## config.mk

```make
export PLATFORM = sky130hd
export DESIGN_NAME = present_decrypt
export DESIGN_NICKNAME = d
export VERILOG_FILES = /design/src/rtl/present_decrypt.sv
export SDC_FILE = /design/constraint.sdc
export NUM_CORES = 1
export LEC_CHECK = 0
export BUFFER_PORTS_ARGS = -buffer_cell sky130_fd_sc_hd__buf_2
export CAP_MARGIN = 20
export CORE_ASPECT_RATIO = 0.9
export CORE_MARGIN = 2
export CORE_UTILIZATION = 55
export DETAILED_ROUTE_END_ITERATION = 6
export PLACE_DENSITY_LB_ADDON = 0.08
export RECOVER_POWER = 25
export REMOVE_ABC_BUFFERS = 1
export SETUP_SLACK_MARGIN = 0.1
export SYNTH_ARGS = -nofsm -noshare
export SYNTH_HDL_FRONTEND = slang
export SYNTH_SLANG_ARGS = --single-unit
```

## constraint.sdc

```tcl
create_clock -name clk -period 10.7 [get_ports clk]
set_input_delay 0.535 -clock clk [delete_from_list [all_inputs] [get_ports clk]]
set_output_delay 0.535 -clock clk [all_outputs]
set_load 0.01 [all_outputs]
```

## src/rtl/present_decrypt.sv

```systemverilog
// PRESENT-80 decryption core: forward key expansion to K32, then 31
// inverse rounds at one round per clock; plaintext returned as two words.
module present_decrypt #(
  parameter int NROUNDS = 31
) (
  input  logic        clk,
  input  logic        rst,
  input  logic [79:0] key,
  input  logic [31:0] din,
  input  logic        din_valid,
  output logic        din_ready,
  output logic [31:0] dout,
  output logic        done1,
  output logic        done2,
  output logic [3:0]  state
);

  localparam logic [4:0] LAST_RC = 5'(NROUNDS);

  typedef enum logic [3:0] {
    IDLE    = 4'd0,
    LOAD_LO = 4'd1,
    KEYEXP  = 4'd2,
    ROUND   = 4'd3,
    FINAL   = 4'd4,
    OUT_HI  = 4'd5,
    OUT_LO  = 4'd6
  } state_t;

  state_t      cur, nxt;
  logic [63:0] ct, st, pt;
  logic [79:0] kreg;
  logic [4:0]  rc;
  logic        accept_hi, accept_lo;

  function automatic logic [3:0] sbox(input logic [3:0] x);
    logic [63:0] t;
    t = 64'hC56B90AD3EF84712;
    return t[4*(15-int'(x)) +: 4];
  endfunction

  function automatic logic [3:0] inv_sbox(input logic [3:0] x);
    logic [63:0] t;
    t = 64'h5EF8C12DB463079A;
    return t[4*(15-int'(x)) +: 4];
  endfunction

  function automatic logic [63:0] inv_sbox_layer(input logic [63:0] x);
    logic [63:0] y;
    for (int i = 0; i < 16; i++)
      y[4*i +: 4] = inv_sbox(x[4*i +: 4]);
    return y;
  endfunction

  // P sends bit i to 16*i mod 63, so output bit i is pulled from there
  function automatic logic [63:0] inv_perm(input logic [63:0] x);
    logic [63:0] y;
    for (int i = 0; i < 63; i++)
      y[i] = x[(16*i) % 63];
    y[63] = x[63];
    return y;
  endfunction

  function automatic logic [79:0] key_fwd(
    input logic [79:0] k,
    input logic [4:0]  c
  );
    logic [79:0] r;
    r = {k[18:0], k[79:19]};
    r[79:76] = sbox(r[79:76]);
    r[19:15] = r[19:15] ^ c;
    return r;
  endfunction

  function automatic logic [79:0] key_inv(
    input logic [79:0] k,
    input logic [4:0]  c
  );
    logic [79:0] r;
    r = k;
    r[19:15] = r[19:15] ^ c;
    r[79:76] = inv_sbox(r[79:76]);
    return {r[60:0], r[79:61]};
  endfunction

  assign state = cur;

  always_ff @(posedge clk or posedge rst) begin
    if (rst) cur <= IDLE;
    else     cur <= nxt;
  end

  always_comb begin
    nxt       = cur;
    din_ready = 1'b0;
    accept_hi = 1'b0;
    accept_lo = 1'b0;
    unique case (cur)
      IDLE: begin
        din_ready = 1'b1;
        if (din_valid) begin
          accept_hi = 1'b1;
          nxt       = LOAD_LO;
        end
      end
      LOAD_LO: begin
        din_ready = 1'b1;
        if (din_valid) begin
          accept_lo = 1'b1;
          nxt       = KEYEXP;
        end
      end
      KEYEXP:  if (rc == LAST_RC) nxt = ROUND;
      ROUND:   if (rc == 5'd1) nxt = FINAL;
      FINAL:   nxt = OUT_HI;
      OUT_HI:  nxt = OUT_LO;
      OUT_LO:  nxt = IDLE;
      default: nxt = IDLE;
    endcase
  end

  always_ff @(posedge clk or posedge rst) begin
    if (rst) begin
      ct    <= '0;
      st    <= '0;
      pt    <= '0;
      kreg  <= '0;
      rc    <= '0;
      dout  <= '0;
      done1 <= 1'b0;
      done2 <= 1'b0;
    end else begin
      done1 <= 1'b0;
      done2 <= 1'b0;
      unique case (cur)
        IDLE: begin
          if (accept_hi) begin
            ct[63:32] <= din;
            kreg      <= key;
          end
        end
        LOAD_LO: begin
          if (accept_lo) begin
            ct[31:0] <= din;
            rc       <= 5'd1;
          end
        end
        KEYEXP: begin
          kreg <= key_fwd(kreg, rc);
          if (rc == LAST_RC) begin
            rc <= LAST_RC;
            st <= ct;
          end else begin
            rc <= rc + 5'd1;
          end
        end
        ROUND: begin
          st   <= inv_sbox_layer(inv_perm(st ^ kreg[79:16]));
          kreg <= key_inv(kreg, rc);
          rc   <= rc - 5'd1;
        end
        FINAL: pt <= st ^ kreg[79:16];
        OUT_HI: begin
          dout  <= pt[63:32];
          done1 <= 1'b1;
        end
        OUT_LO: begin
          dout  <= pt[31:0];
          done2 <= 1'b1;
        end
        default: ;
      endcase
    end
  end

endmodule

```

## Yosys cells after proc, flatten, opt, wreduce, memory -nomap -nowiden

Index checks and enable logic that the tools add are counted.

| cells by class | value |
|---|---|
| mux-type cells | 19 |
| reductions and logical operators | 12 |
| equality and inequality tests | 14 |
| shifts and indexed selects | 18 |
| bitwise operators | 3 |
| add/subtract/negate cells | 20 |

Operator list:

| kind | number |
|---|---|
| variable part select 64 x 7 -> 4 bit, first input constant | 18 |
| case mux 80 bit (3 select lines) | 1 |
| case mux 64 bit (2 select lines) | 1 |
| subtractor 4 x 4 -> 5 bit, first input constant | 18 |
| 2-to-1 mux 80 bit | 1 |
| 2-to-1 mux 64 bit | 1 |
| case mux 32 bit (2 select lines) | 1 |
| bitwise XOR 64 bit | 1 |
| case mux 4 bit (6 select lines) | 1 |
| 2-to-1 mux 4 bit | 4 |
| case mux 5 bit (3 select lines) | 1 |
| == test 4 x 3 -> 1 bit, second input constant | 3 |
| inequality test 2 bit, second input constant | 6 |
| 2-to-1 mux 5 bit | 2 |
| AND reduction 2 bit | 5 |
| bitwise XOR 5 bit | 2 |
| == test 4 x 2 -> 1 bit, second input constant | 2 |
| 2-to-1 mux 1 bit | 6 |
| nonzero test 3 bit | 2 |
| adder 5 x 1 -> 5 bit, second input constant | 1 |
| == test 5 x 1 -> 1 bit, second input constant | 1 |
| == test 5 bit, second input constant | 1 |
| subtractor 5 x 1 -> 5 bit, second input constant | 1 |
| == test 4 x 1 -> 1 bit, second input constant | 1 |
| 4 further kinds | 5 |

| storage, ports and cells | value |
|---|---|
| input port bits | 115 |
| logic and storage cells | 96 |
| output and inout port bits | 39 |
| register bits | 315 |

## Depth between registers and ports, before layout

| depth | value |
|---|---|
| depth after elaboration | 4 |
| mapped depth | 8 |
| gate-level depth less buffers | 7 |

## Worst setup path after synthesis

No wires, ideal clock.

| timing | value |
|---|---|
| kind | register to register |
| start point | register kreg[29] |
| end point | register st[55] |
| library setup time | 0.083 ns |
| data required time | 10.617 ns |
| path slack | 8.762 ns |
| arrival time | 1.855 ns |
| clock period less this slack | 1.938 ns |
| stages on the path, launching flop included | 7 |
| path through | dfrtp_1 xnor2_1 inv_1 ha_1 inv_1 mux4_2 o21ai_0 |

| on the way | value |
|---|---|
| word-level cells in the longest chain between the ends | 4 |

Ends and longest elaborated chain:

| element | line | RTL |
|---|---|---|
| start: declaration | 32 | `logic [79:0] kreg;` |
| start signal: assignment | 139 | `kreg <= key;` |
| start signal: assignment | 149 | `kreg <= key_fwd(kreg, rc);` |
| start signal: assignment | 159 | `kreg <= key_inv(kreg, rc);` |
| bitwise XOR 64 bit | 158 | `st <= inv_sbox_layer(inv_perm(st ^ kreg[79:16]));` |
| subtractor 4 x 4 -> 5 bit | 45 | `return t[4*(15-int'(x)) +: 4];` |
| variable part select 64 x 7 -> 4 bit | 45 |  |
| case mux 64 bit (2 select lines) | 135 | `unique case (cur)` |
| end signal: assignment | 152 | `st <= ct;` |
| end signal: assignment | 158 |  |
| end: declaration | 31 | `logic [63:0] ct, st, pt;` |

No other way between the ends.
A chain may end at the register's enable or synchronous reset.

==> flow_summary.yaml <==
floorplanning:
  rows: 63
  die_h_um: 179
  initial_utilization_pct: 56.1
  die-area_sq_mm: 0.0354
  io_pins: 154
  die_w_um: 198
  core-area_sq_mm: 0.0332
sta:
  fmax_mhz: 173
  timing.final.hold_violations: 0
  holdWs_ns: 0.258
  fin_crit_sh_pct: 53.9
  fin_tns_setup_ns: 0
  period_needed_ns: 5.77
  slew_headroom_pct: -218
  rsz0062_at_grt: "false"
  finalSetupViolations: 0
  drv_slew: 157
  clock_skew_ns: 0.0171
  fin_ws_ns: 4.93
  worst_pin_slew_ns: 4.75
setup_path:
  end_kind: "asynchronous set/reset pin"
  crit_path_end: "dout[5]"
  r2r-end: "kreg[65]"
  worstSetupStartpointType: "input port"
  timing.rr.start: "state[0]"
  worstPathRequired_ns: 11.21
  timing_worst_setup_path_type: "in -> async"
  cp_max_fo: 160
  critPathLaunch: "rst"
  reg2reg_depth: 5
  worstPathArrival_ns: 6.28
  r2r_setup_slack_ns: 7.31
grt:
  grt_max_degree: 161
  grt_pass1_wl_mm: 78.9
  antenna_found_initial: 1
  grt_pass1_vias: 13400
  track_usage_pct: 29.5
  grt_overflow: 0
logic_synthesis:
  ys_ff_latch: 314
  synth-edff-count: 0
  synth_flop_cell: "dfrtp_1"
  yosysUniqueCellTypes: 60
  synth-async-reset-ratio_pct: 100
  yosys_warnings: 0
  syn_avg_cell_area_sq_um: 10.1
  syn-cell-area_sq_mm: 0.0186
  syn_inst: 1840
  seq_area_frac_synth_pct: 42.2
outcome:
  status: "finished, violations left"
  violations: "capacitance limit, slew limit"
cts:
  cts_sinks: 314
  postCtsSetupBuffers: 0
  holdBufCountCts: 0
  cts_tree: "built"
  numCtsBuffers: 35
  clockRootBuffer: "clkbuf_16"
  clockBufferDepth: 3
  path_clk_slew_ns: 0.07
  h-tree-depth: 2
  ctsResizeCount: 0
  insertion_delay_ns: 0.53
cells_and_area:
  syn2layout_area_growth_pct: 10.8
  seq_area_sq_mm: 0.00786
  final_cell_mix: "dfrtp_1 (313), nor2_1 (172), o21ai_0 (163), mux2i_1 (157), a21oi_1 (149)"
  multi_input_comb_area_sq_mm: 0.00980
  final_common_cell: "dfrtp_1"
  final_cells: 2413
  diodes: 0
  layout-drive-gt1-share_pct: 16.5
  fillCellCount: 2794
  num-nets-final: 2158
drt:
  finalWirelength_mm: 51.1
  wire_per_inst_um: 21.2
  drt-met1-wl_mm: 23.5
  drc: 0
  met3_length_mm: 3.20
  route.met2.wl_mm: 23.0
  initialDrtViolationCount: 1114
  dr_total_vias: 14100
  viasPerCell: 5.84
  drt_pass1_iterations: 6
  postRouteAntennaNets: 0
  dr.max_layer_used: "met5"
job:
  cap_viol_max_count: 2
placed_design:
  finalWeightedCongestion: 0.839
  numPortBuffers: 152
  place_ws_ns: 7.36
  placed_cells: 2350
  dp_hpwl_mm: 35.0
hold_path:
  hold_path.class: "in -> reg"
==> cells in the mapped netlist (all sizes together) (3+ instances only) <==
cell,n,area [sq um]
nor2b,3,18.8
o21a,4,30.0
a21boi,16,120
a21o,4,30.0
nand2b,3,18.8
o211ai,24,180
nand3,17,85.1
nor3,7,45.0
a21oi,150,754
nor2,173,649
dfrtp,314,7860
clkbuf,41,165
a31oi,5,31.3
nand2,143,539
mux2i,157,1570
xnor2,70,643
a211oi,28,210
buf,73,434
o211a,16,160
a211o,5,43.8
ha,111,1390
mux4,36,863
mux2,71,800
nand4,17,106
inv,108,405
a22oi,18,135
o21ai,178,895
xor2,27,270
==> state kept, by name, indices dropped and copies added, names as in the netlist <==
| signal | count |
|---|---|
| kreg | 80 |
| ct | 64 |
| pt | 64 |
| st | 64 |
| dout | 32 |
| rc | 5 |
| state | 3 |
| done1 | 1 |
| done2 | 1 |
==> per-layer routing <==
metal,global-route usage (%),up-vias
met3,5.65,73
met5,0,-
li1,-,6596
met2,45.8,394
met4,8.43,2
met1,42.4,7027
==> cell type report <==
cell class | instances | share of cell area, %
Clock buffer | 54 | 5.14
Clock inverter | 9 | 0.261
Inverter | 108 | 1.97
Multi-Input combinational cell | 1304 | 47.5
Sequential cell | 314 | 38.1
Tap cell | 455 | 2.76
Timing Repair Buffer | 169 | 4.28
==> worst max-delay path, stage by stage <==
cell	delay, ns
buf_2	0.10
clkinvlp_2	2.59
clkbuf_1	2.15
buf_12	0.63
==> stage by stage <==
stage / utilization, % / instance area (sq um)
2_1_floorplan: - / 18000
5_1_grt: 62.2 / 20600
3_3_place_gp: 58.9 / 19500
3_5_place_dp: 58.9 / 19500
6_report: 62.2 / 20600
4_1_cts: 62.2 / 20700
==> worst min-delay path by stage <==
stage             from       end  slack [ns]  cells after the start
6_report       din[18]    ct[18]        0.26                      2
5_1_grt        din[18]    ct[50]        0.26                      2
4_1_cts            rst   dout[3]        0.16                      2
3_5_place_dp    pt[17]  dout[17]        0.47                      2
3_3_place_gp     pt[8]   dout[8]        0.46                      2
2_1_floorplan    pt[0]   dout[0]        0.45                      2
==> kinds of logic after synthesis <==
group                      synth area share (%)
xor gates and xnor gates                   4.90
adders and majority gates                  7.46
muxes                                      17.4
other                                    0.0201
and+or+nand+nor                            8.30
DFF                                        42.2
AOI/OAI and AO/OA                          14.4
buffers and inverters                      5.39
Power is not shown: default switching activity piles up to over one toggle a cycle in this logic, so the estimate is an artifact.
